==> src/rtl/cheese_collect_ctl_pkg.sv <==
// cheese_collect_ctl_pkg: shared geometry, timing constants and slot state type for the cheese collector
package cheese_collect_ctl_pkg;
  localparam int POS_W = 10;
  localparam int CHEESE_W = 20;
  localparam int CHEESE_H = 20;
  localparam int JERRY_W = 32;
  localparam int JERRY_H = 32;
  localparam int RESPAWN_FRAMES = 60;
  localparam int WIN_SCORE = 20;
  typedef enum logic [2:0] {INIT, VISIBLE, HIDDEN, REQ, SETTLE} slot_state_t;
endpackage

==> src/rtl/cheese_collect_ctl_slot.sv <==
// cheese_slot: one cheese lifecycle (visible/eaten/respawn wait/request/settle); ports: clk, rst_n, frame_tick, frozen, grant, jerry/cheese x/y in; req, collected, vis out
module cheese_slot import cheese_collect_ctl_pkg::*; #(
  parameter int RESPAWN_FRAMES = cheese_collect_ctl_pkg::RESPAWN_FRAMES,
  parameter int CHEESE_W = cheese_collect_ctl_pkg::CHEESE_W,
  parameter int CHEESE_H = cheese_collect_ctl_pkg::CHEESE_H,
  parameter int JERRY_W = cheese_collect_ctl_pkg::JERRY_W,
  parameter int JERRY_H = cheese_collect_ctl_pkg::JERRY_H
) (
  input  logic             clk,
  input  logic             rst_n,
  input  logic             frame_tick,
  input  logic             frozen,
  input  logic             grant,
  input  logic [POS_W-1:0] jx,
  input  logic [POS_W-1:0] jy,
  input  logic [POS_W-1:0] cx,
  input  logic [POS_W-1:0] cy,
  output logic             req,
  output logic             collected,
  output logic             vis
);
  localparam int PW = POS_W + 1;
  slot_state_t state, state_next;
  logic [7:0] cnt, cnt_next;
  logic overlap;
  // one extra bit keeps position + size from wrapping at the screen edge
  assign overlap = (PW'(jx) < PW'(cx) + PW'(CHEESE_W)) && (PW'(cx) < PW'(jx) + PW'(JERRY_W)) &&
                   (PW'(jy) < PW'(cy) + PW'(CHEESE_H)) && (PW'(cy) < PW'(jy) + PW'(JERRY_H));
  assign req = state == REQ;
  assign vis = state == VISIBLE;
  assign collected = vis && overlap && !frozen;
  always_ff @(posedge clk or negedge rst_n) begin
    if (!rst_n) begin
      state <= INIT;
      cnt <= 8'd0;
    end else begin
      state <= state_next;
      cnt <= cnt_next;
    end
  end
  // once the game is won every slot holds where it is
  always_comb begin
    state_next = state;
    cnt_next = cnt;
    if (!frozen) begin
      case (state)
        INIT: state_next = frame_tick ? VISIBLE : INIT;
        VISIBLE: if (overlap) begin
          state_next = HIDDEN;
          cnt_next = 8'd0;
        end
        HIDDEN: if (frame_tick) begin
          state_next = (cnt == 8'(RESPAWN_FRAMES - 1)) ? REQ : HIDDEN;
          cnt_next = cnt + 8'd1;
        end
        REQ: if (grant) begin
          state_next = SETTLE;
          cnt_next = 8'd0;
        end
        SETTLE: begin
          state_next = (cnt == 8'd1) ? VISIBLE : SETTLE;
          cnt_next = cnt + 8'd1;
        end
        default: state_next = INIT;
      endcase
    end
  end
endmodule

==> src/rtl/cheese_collect_ctl.sv <==
// cheese_collect_ctl: cheese collection, respawn request arbitration and score/win tracking; ports: clk, rst_n, frame_tick, jerry/cheese positions in; rnd_generate, cheese_vis, score, game_won out
module cheese_collect_ctl import cheese_collect_ctl_pkg::*; #(
  parameter int RESPAWN_FRAMES = cheese_collect_ctl_pkg::RESPAWN_FRAMES,
  parameter int WIN_SCORE = cheese_collect_ctl_pkg::WIN_SCORE,
  parameter int CHEESE_W = cheese_collect_ctl_pkg::CHEESE_W,
  parameter int CHEESE_H = cheese_collect_ctl_pkg::CHEESE_H,
  parameter int JERRY_W = cheese_collect_ctl_pkg::JERRY_W,
  parameter int JERRY_H = cheese_collect_ctl_pkg::JERRY_H
) (
  input  logic             clk,
  input  logic             rst_n,
  input  logic             frame_tick,
  input  logic [POS_W-1:0] pjerry_x,
  input  logic [POS_W-1:0] pjerry_y,
  input  logic [POS_W-1:0] pcheese1_x,
  input  logic [POS_W-1:0] pcheese1_y,
  input  logic [POS_W-1:0] pcheese2_x,
  input  logic [POS_W-1:0] pcheese2_y,
  output logic [1:0]       rnd_generate,
  output logic [1:0]       cheese_vis,
  output logic [7:0]       score,
  output logic             game_won
);
  logic [1:0] req, gnt, col;
  logic [8:0] sum;
  // fixed priority: cheese 1 first, nothing once the game is won
  assign gnt = game_won ? 2'b00 : {req[1] & ~req[0], req[0]};
  assign sum = {1'b0, score} + {8'd0, col[0]} + {8'd0, col[1]};
  cheese_slot #(.RESPAWN_FRAMES(RESPAWN_FRAMES), .CHEESE_W(CHEESE_W), .CHEESE_H(CHEESE_H),
    .JERRY_W(JERRY_W), .JERRY_H(JERRY_H)) u_slot1 (
    .clk(clk), .rst_n(rst_n), .frame_tick(frame_tick), .frozen(game_won), .grant(gnt[0]),
    .jx(pjerry_x), .jy(pjerry_y), .cx(pcheese1_x), .cy(pcheese1_y),
    .req(req[0]), .collected(col[0]), .vis(cheese_vis[0]));
  cheese_slot #(.RESPAWN_FRAMES(RESPAWN_FRAMES), .CHEESE_W(CHEESE_W), .CHEESE_H(CHEESE_H),
    .JERRY_W(JERRY_W), .JERRY_H(JERRY_H)) u_slot2 (
    .clk(clk), .rst_n(rst_n), .frame_tick(frame_tick), .frozen(game_won), .grant(gnt[1]),
    .jx(pjerry_x), .jy(pjerry_y), .cx(pcheese2_x), .cy(pcheese2_y),
    .req(req[1]), .collected(col[1]), .vis(cheese_vis[1]));
  always_ff @(posedge clk or negedge rst_n) begin
    if (!rst_n) begin
      rnd_generate <= 2'b00;
      score <= 8'd0;
      game_won <= 1'b0;
    end else begin
      rnd_generate <= gnt;
      if (sum >= 9'(WIN_SCORE)) begin
        score <= 8'(WIN_SCORE);
        game_won <= 1'b1;
      end else begin
        score <= sum[7:0];
      end
    end
  end
endmodule

==> config.mk <==
export PLATFORM = sky130hd
export DESIGN_NAME = cheese_collect_ctl
export DESIGN_NICKNAME = d
export VERILOG_FILES = /design/src/rtl/cheese_collect_ctl_pkg.sv /design/src/rtl/cheese_collect_ctl_slot.sv /design/src/rtl/cheese_collect_ctl.sv
export SDC_FILE = /design/constraint.sdc
export NUM_CORES = 1
export LEC_CHECK = 0
export CORE_ASPECT_RATIO = 1.25
export CORE_MARGIN = 5
export CORE_UTILIZATION = 30
export CTS_BUF_LIST = sky130_fd_sc_hd__clkbuf_4 sky130_fd_sc_hd__clkbuf_8 sky130_fd_sc_hd__clkbuf_16
export CTS_CLUSTER_DIAMETER = 100
export DETAILED_ROUTE_END_ITERATION = 8
export MAX_ROUTING_LAYER = met4
export PLACE_DENSITY = 0.49
export SLEW_MARGIN = 10
export SYNTH_ARGS = -nofsm -noshare
export SYNTH_HDL_FRONTEND = slang
export SYNTH_SLANG_ARGS = --single-unit
==> constraint.sdc <==
create_clock -name clk -period 5.82 [get_ports clk]
set_input_delay 0.582 -clock clk [delete_from_list [all_inputs] [get_ports clk]]
set_output_delay 0.582 -clock clk [all_outputs]
set_load 0.01 [all_outputs]
After elaboration in Yosys (flattened, before gate mapping)

Cells that the tools add are included.

Magnitude comparators: 9
Equal/unequal tests: 18
$add $sub $neg: 10
Reductions and logical operators: 19
Bitwise logic cells: 3
Mux-type cells: 23

Operator list:

| kind                    | count |
|---|---|
| $lt A10 B11 Y1          | 8 |
| $pmux W8 S4             | 2 |
| $mux W8                 | 7 |
| $add A10 B5 Y11 const B | 4 |
| $pmux W3 S5             | 2 |
| $mux W3                 | 8 |
| $add A10 B6 Y11 const B | 2 |
| $add A8 B1 Y8 const B   | 2 |
| $eq A8 B1 Y1 const B    | 2 |
| $eq A8 B6 Y1 const B    | 2 |
| $eq A3 B2 Y1 const B    | 4 |
| $ne A2 B2 Y1 const B    | 6 |
| $logic_and A1 B1 Y1     | 10 |
| $reduce_and A5 Y1       | 2 |
| $add A8 B1 Y9           | 1 |
| $add A9 B1 Y9           | 1 |
| $ge A9 B5 Y1 const B    | 1 |
| $reduce_and A4 Y1       | 2 |
| $reduce_bool A4 Y1      | 2 |
| $eq A3 B1 Y1 const B    | 2 |
| $eq A3 B3 Y1 const B    | 2 |
| $logic_not A3 Y1        | 2 |
| $mux W1                 | 3 |
| $mux W2                 | 1 |
| other kinds (3)         | 4 |

Logic and storage cells: 89
Bits of input ports: 63
Bits in registers: 33
Output and inout bits: 13

Longest topological paths before layout

Depth after elaboration: 11
Mapped depth: 20

By module

A second synthesis with hierarchy kept.

Cells, all modules: 499
Area, all modules: 4239.1 µm²

By module, submodules not included:

| module             | area each (µm²) | cells an instance | instances | sequential area each (µm²) |
|---|---|---|---|---|
| cheese_slot        | 1898.1          | 233               | 2         | 275.3 |
| cheese_collect_ctl | 442.9           | 33                | 1         | 275.3 |

Least setup slack after synthesis

Ideal clock, no wire load.

Path kind: input port to flip-flop
Start point: input pcheese2_y[2]
End point: register score[3]
Buffers on the path: 0
Setup slack: 1.707 ns
Data arrival time: 4.045 ns
Setup time: 0.068 ns
Required time: 5.752 ns
Cell stages on the path: 18
Cell sequence: ha_1 > o2111ai_1 > xor2_1 > ha_1 > a21o_1 > a21oi_1 > o22a_1 > o211ai_1 > a211o_1 > nor2_1 > nand2_1 > fa_1 > inv_1 > ha_1 > o211ai_1 > o311a_1 > nor4_1 > and2_1

Longest elaborated chain between the ends: 9
Elaborated cells between the ends (all ways): 10
Classes of those cells: add/sub: 2; order compare: 3; mux: 1; reduce/logical: 4

RTL lines:

| item                               | line                          | RTL |
|---|---|---|
| start, declared                    | cheese_collect_ctl.sv:18      | `input logic [POS_W-1:0] pcheese2_y,` |
| $add A10 B5 Y11                    | cheese_collect_ctl_slot.sv:28 | `(PW'(jy) < PW'(cy) + PW'(CHEESE_H)) && (PW'(cy) < PW'(jy) + PW'(JERRY_H));` |
| $lt A10 B11 Y1                     | cheese_collect_ctl_slot.sv:28 |  |
| $logic_and A1 B1 Y1                | cheese_collect_ctl_slot.sv:27 | `assign overlap = (PW'(jx) < PW'(cx) + PW'(CHEESE_W)) && (PW'(cx) < PW'(jx) + PW'(JERRY_W)) &&` |
| $logic_and A1 B1 Y1 *              | cheese_collect_ctl_slot.sv:28 |  |
| $logic_and A1 B1 Y1 * (2 in a row) | cheese_collect_ctl_slot.sv:31 | `assign collected = vis && overlap && !frozen;` |
| $add A9 B1 Y9 *                    | cheese_collect_ctl.sv:28      | `assign sum = {1'b0, score} + {8'd0, col[0]} + {8'd0, col[1]};` |
| $ge A9 B5 Y1                       | cheese_collect_ctl.sv:46      | `if (sum >= 9'(WIN_SCORE)) begin` |
| $mux W8 *                          | cheese_collect_ctl.sv:46      |  |
| end signal, assigned               | cheese_collect_ctl.sv:47      | `score <= 8'(WIN_SCORE);` |
| end signal, assigned               | cheese_collect_ctl.sv:50      | `score <= sum[7:0];` |
| end, declared                      | cheese_collect_ctl.sv:21      | `output logic [7:0] score,` |

Mark *: on every way between the ends. The rest lies on a longest branch, timed or not.
A chain may end at the register's enable or synchronous reset.

Worst setup path in the final report

Same ends and word-level chain as after synthesis.

==> qor.txt <==
==============================================================================
Ratio of cells with drive above 1 in the final layout ...........      0.02660
Max clock buf depth .............................................            2
Final routed wirelength across all metal layers .................     10710 µm
Average wire length per cell after detail routing ...............     14.57 µm
Sinks on Clock Net ..............................................           33
Global placement routability congestion .........................       0.8279
Data arrival time of the critical path ..........................      5.16 ns
Transition time at the pin with the least slew margin ...........    0.8156 ns
Peak supply drop ................................................     90.02 µV
Commonest cells after routing, fill and taps aside .............. sky130_fd_sc_hd__ha_1 (83), sky130_fd_sc_hd__clkdlybuf4s50_1 (75), sky130_fd_sc_hd__nor2_1 (46), sky130_fd_sc_hd__inv_1 (35), sky130_fd_sc_hd__nand2_1 (34)
Number of failing hold endpoints at the final stage .............            0
Total of cells resized after clock tree synthesis ...............            0
Max Fclk ........................................................    202.2 MHz
Insertion delay to the later sink of the worst-skew pair ........      0.28 ns
Cells after Synth ...............................................          486
Total of hold buffers inserted after clock tree synthesis .......            0
Number of pins with negative max-slew slack in the final report .            0
Placement Setup Slack ...........................................    0.5983 ns
Cell type with the highest aggregate area in the netlist ........ sky130_fd_sc_hd__ha_1
Number of synthesized register bits .............................           33
Yosys top cell area share .......................................       0.2562
DRT antenna net count ...........................................            0
Die outline area ................................................  0.01595 mm²
Total grt overflow ..............................................            0
GRT Overall Usage ...............................................       0.1378
Normalized max-slew margin ......................................       0.4512
Clock Skews .....................................................  0.005995 ns
Initial core utilization ........................................       0.3064
Total negative slack for setup checks ...........................         0 ns
Initial antenna violation count .................................            0
R2R setup slack .................................................      2.65 ns
Endpoint kind of the worst setup timing path ....................    flip-flop
Class of the tightest hold or removal check .....................      reg2reg
Number of endpoints failing setup at the final stage ............            0
Setup repair after global routing missed its margin .............           no
Floorplan core area .............................................  0.01323 mm²
Multi-input combinational cell area ............................. 0.003063 mm²
Count of warnings emitted by yosys ..............................            0
Leakage power figure ............................................     2.319 nW
Fill count ......................................................         1350
Total of buffers placed on input and output ports ...............           75
Avg Cell Area, Syn ..............................................    8.341 µm²
Die Span X ......................................................     114.0 µm
Via count of the routed design ..................................         3765
Top-level I/O count .............................................           76
Root buffer cell ................................................ sky130_fd_sc_hd__clkbuf_16
EDFF count, synth ...............................................            0
Hpwl dp .........................................................      8851 µm
Number of maximum-capacitance violations ........................            0
Clock period minus final worst setup slack ......................     4.946 ns
Highest net fanout along the worst path .........................            6
Setup CP Type ...................................................       in2reg
Sort of element at the start of the critical path ...............    input pin
Via-per-instance ratio ..........................................        5.122
Commonest register cell after synthesis ......................... sky130_fd_sc_hd__dfrtp_1
Maximum number of pins on one net before global-route repair ....           34
Commonest non-fill, non-tap cell in the layout .................. sky130_fd_sc_hd__ha_1
Die Ht ..........................................................     140.0 µm
TritonCTS clock tree ............................................          yes
Net count reported at finish ....................................          710
First-pass detailed-route iteration total .......................            4
Data required time at the worst endpoint ........................      6.03 ns
Detailed router's first-iteration violation count ...............          139
Least setup slack across all paths after layout .................    0.8740 ns
Post-synthesis to final-layout area growth ......................       26.67%
Mapped cell area ................................................ 0.004054 mm²
First-pass GRT wire length ......................................     18080 µm
Power per cell area ............................................. 143.7 mW/mm²
Antenna diode instance count ....................................            0
Vias in the first global route ..................................         3812
Portion of the post-synthesis area used by sequential elements ..       0.2037
Row count .......................................................           47
Count of distinct cell types in the synthesized netlist .........           53
H-Tree Depth ....................................................            2
Num CTS Buffers .................................................            5
Tcrit/Tclk final ................................................       0.8498
Sequential cell area ............................................    825.8 µm²
Clock transition at the registers of the reported paths .........      0.05 ns
Run status ...................................................... finished clean
Async set-reset flop share out of synthesis .....................        1.000
DRC errors left .................................................            0
Top cells by area in the synthesized netlist .................... sky130_fd_sc_hd__ha_1 (26%), sky130_fd_sc_hd__dfrtp_1 (20%), sky130_fd_sc_hd__xor2_1 (4.8%), sky130_fd_sc_hd__nor2_1 (4.3%), sky130_fd_sc_hd__o21ai_0 (3.5%)
Post-CTS setup buffer count .....................................            0
==============================================================================
## worst paths after layout
path                                        from        endpoint  depth (start not counted)
worst min-delay path              u_slot1.cnt[7]  u_slot1.cnt[7]                          1
max in group asynchronous                  rst_n  u_slot1.cnt[2]                          2
min in group asynchronous                  rst_n  u_slot2.cnt[4]                          2
worst max-delay path               pcheese2_y[2]        score[3]                         19
worst min register to register    u_slot1.cnt[7]  u_slot1.cnt[7]                          1
worst max register to register  u_slot1.state[2]        score[3]                         11
## where the power goes
part	switching [mW]	total (mW)	internal, mW
logic	0.127	0.249	0.123
clock network	0.0977	0.254	0.157
registers	0.00304	0.234	0.231
total	0.227	0.738	0.511
## registers in the layout, indices dropped and copies added, names as in the netlist
name	flops
game_won	1
score	8
u_slot1.cnt	8
u_slot2.state	3
u_slot1.state	3
rnd_generate	2
u_slot2.cnt	8
## kinds of logic after synthesis
family / share of synthesized area
AO/OA/AOI/OAI: 0.2306
XOR/XNOR: 0.07346
adder cells (fa/ha/maj): 0.2611
multiplexers: 0.009877
AND/OR/NAND/NOR: 0.1778
buffers and inverters: 0.04259
flip-flops: 0.2037
other: 0.0009250
## through the flow
| stage | hold WS, ns | total power, mW | cells | util | instance area [µm²] |
|---|---|---|---|---|---|
| floorplan | 0.2864 | 0.3794 | 488 | - | 4061 |
| global placement | 0.4713 | 0.4842 | 727 | 0.3773 | 4992 |
| detailed placement | 0.4793 | 0.4898 | 727 | 0.3773 | 4992 |
| CTS | 0.4865 | 0.7514 | 735 | 0.3881 | 5135 |
| global route | 0.5199 | 0.7936 | 735 | 0.3881 | 5135 |
| finish | 0.4791 | 0.7381 | 735 | 0.3881 | 5135 |
## cells in the mapped netlist (2+ instances only)
master	n
sky130_fd_sc_hd__ha_1	83
sky130_fd_sc_hd__nor2_1	46
sky130_fd_sc_hd__inv_1	35
sky130_fd_sc_hd__nand2_1	34
sky130_fd_sc_hd__dfrtp_1	33
sky130_fd_sc_hd__o21ai_0	28
sky130_fd_sc_hd__a21oi_1	26
sky130_fd_sc_hd__nand3_1	23
sky130_fd_sc_hd__xor2_1	22
sky130_fd_sc_hd__a31oi_1	15
sky130_fd_sc_hd__a21o_1	13
sky130_fd_sc_hd__nand2b_1	13
sky130_fd_sc_hd__xnor2_1	12
sky130_fd_sc_hd__o2111ai_1	10
sky130_fd_sc_hd__a211oi_1	9
sky130_fd_sc_hd__nor2b_1	6
sky130_fd_sc_hd__o211ai_1	6
sky130_fd_sc_hd__and3_1	5
sky130_fd_sc_hd__clkbuf_1	5
sky130_fd_sc_hd__nand4_1	5
sky130_fd_sc_hd__nor3_1	5
sky130_fd_sc_hd__a211o_1	4
sky130_fd_sc_hd__mux2i_1	4
sky130_fd_sc_hd__buf_4	3
sky130_fd_sc_hd__nor3b_1	3
sky130_fd_sc_hd__o21a_1	3
sky130_fd_sc_hd__o22ai_1	3
sky130_fd_sc_hd__a221o_1	2
sky130_fd_sc_hd__a22o_1	2
sky130_fd_sc_hd__a2bb2oi_1	2
sky130_fd_sc_hd__and2_1	2
sky130_fd_sc_hd__nor4_1	2
sky130_fd_sc_hd__nor4b_1	2
## area by class of cell
class	count	area share
Clock buffer	5	0.02437
Tap cell	171	0.04167
Sequential cell	33	0.1608
Clock inverter	3	0.003411
Timing Repair Buffer	76	0.1477
Multi-Input combinational cell	412	0.5965
Inverter	35	0.02558
## worst max-delay path: stages
cell and delay (ns):
sky130_fd_sc_hd__clkdlybuf4s50_1 0.48, sky130_fd_sc_hd__ha_1 0.28, sky130_fd_sc_hd__o2111ai_1 0.28, sky130_fd_sc_hd__xor2_1 0.18, sky130_fd_sc_hd__ha_1 0.26, sky130_fd_sc_hd__a21o_1 0.18
sky130_fd_sc_hd__a21oi_1 0.14, sky130_fd_sc_hd__o22a_1 0.15, sky130_fd_sc_hd__o211ai_1 0.08, sky130_fd_sc_hd__a211o_1 0.35, sky130_fd_sc_hd__nor2_1 0.17, sky130_fd_sc_hd__nand2_1 0.09
sky130_fd_sc_hd__fa_1 0.42, sky130_fd_sc_hd__inv_1 0.08, sky130_fd_sc_hd__ha_1 0.28, sky130_fd_sc_hd__o211ai_1 0.14, sky130_fd_sc_hd__o311a_1 0.15, sky130_fd_sc_hd__nor4_1 0.63
sky130_fd_sc_hd__and2_1 0.23
## layer usage
layer | wire length, µm | vias up | global-route usage
met3 | 397 | 5 | 0.01769
met1 | 4928 | 1734 | 0.1735
li1 | - | 1951 | -
met4 | 46 | 0 | 0.01689
met5 | 0 | - | -
met2 | 5338 | 75 | 0.2418
(Power assumes the default switching activity.)
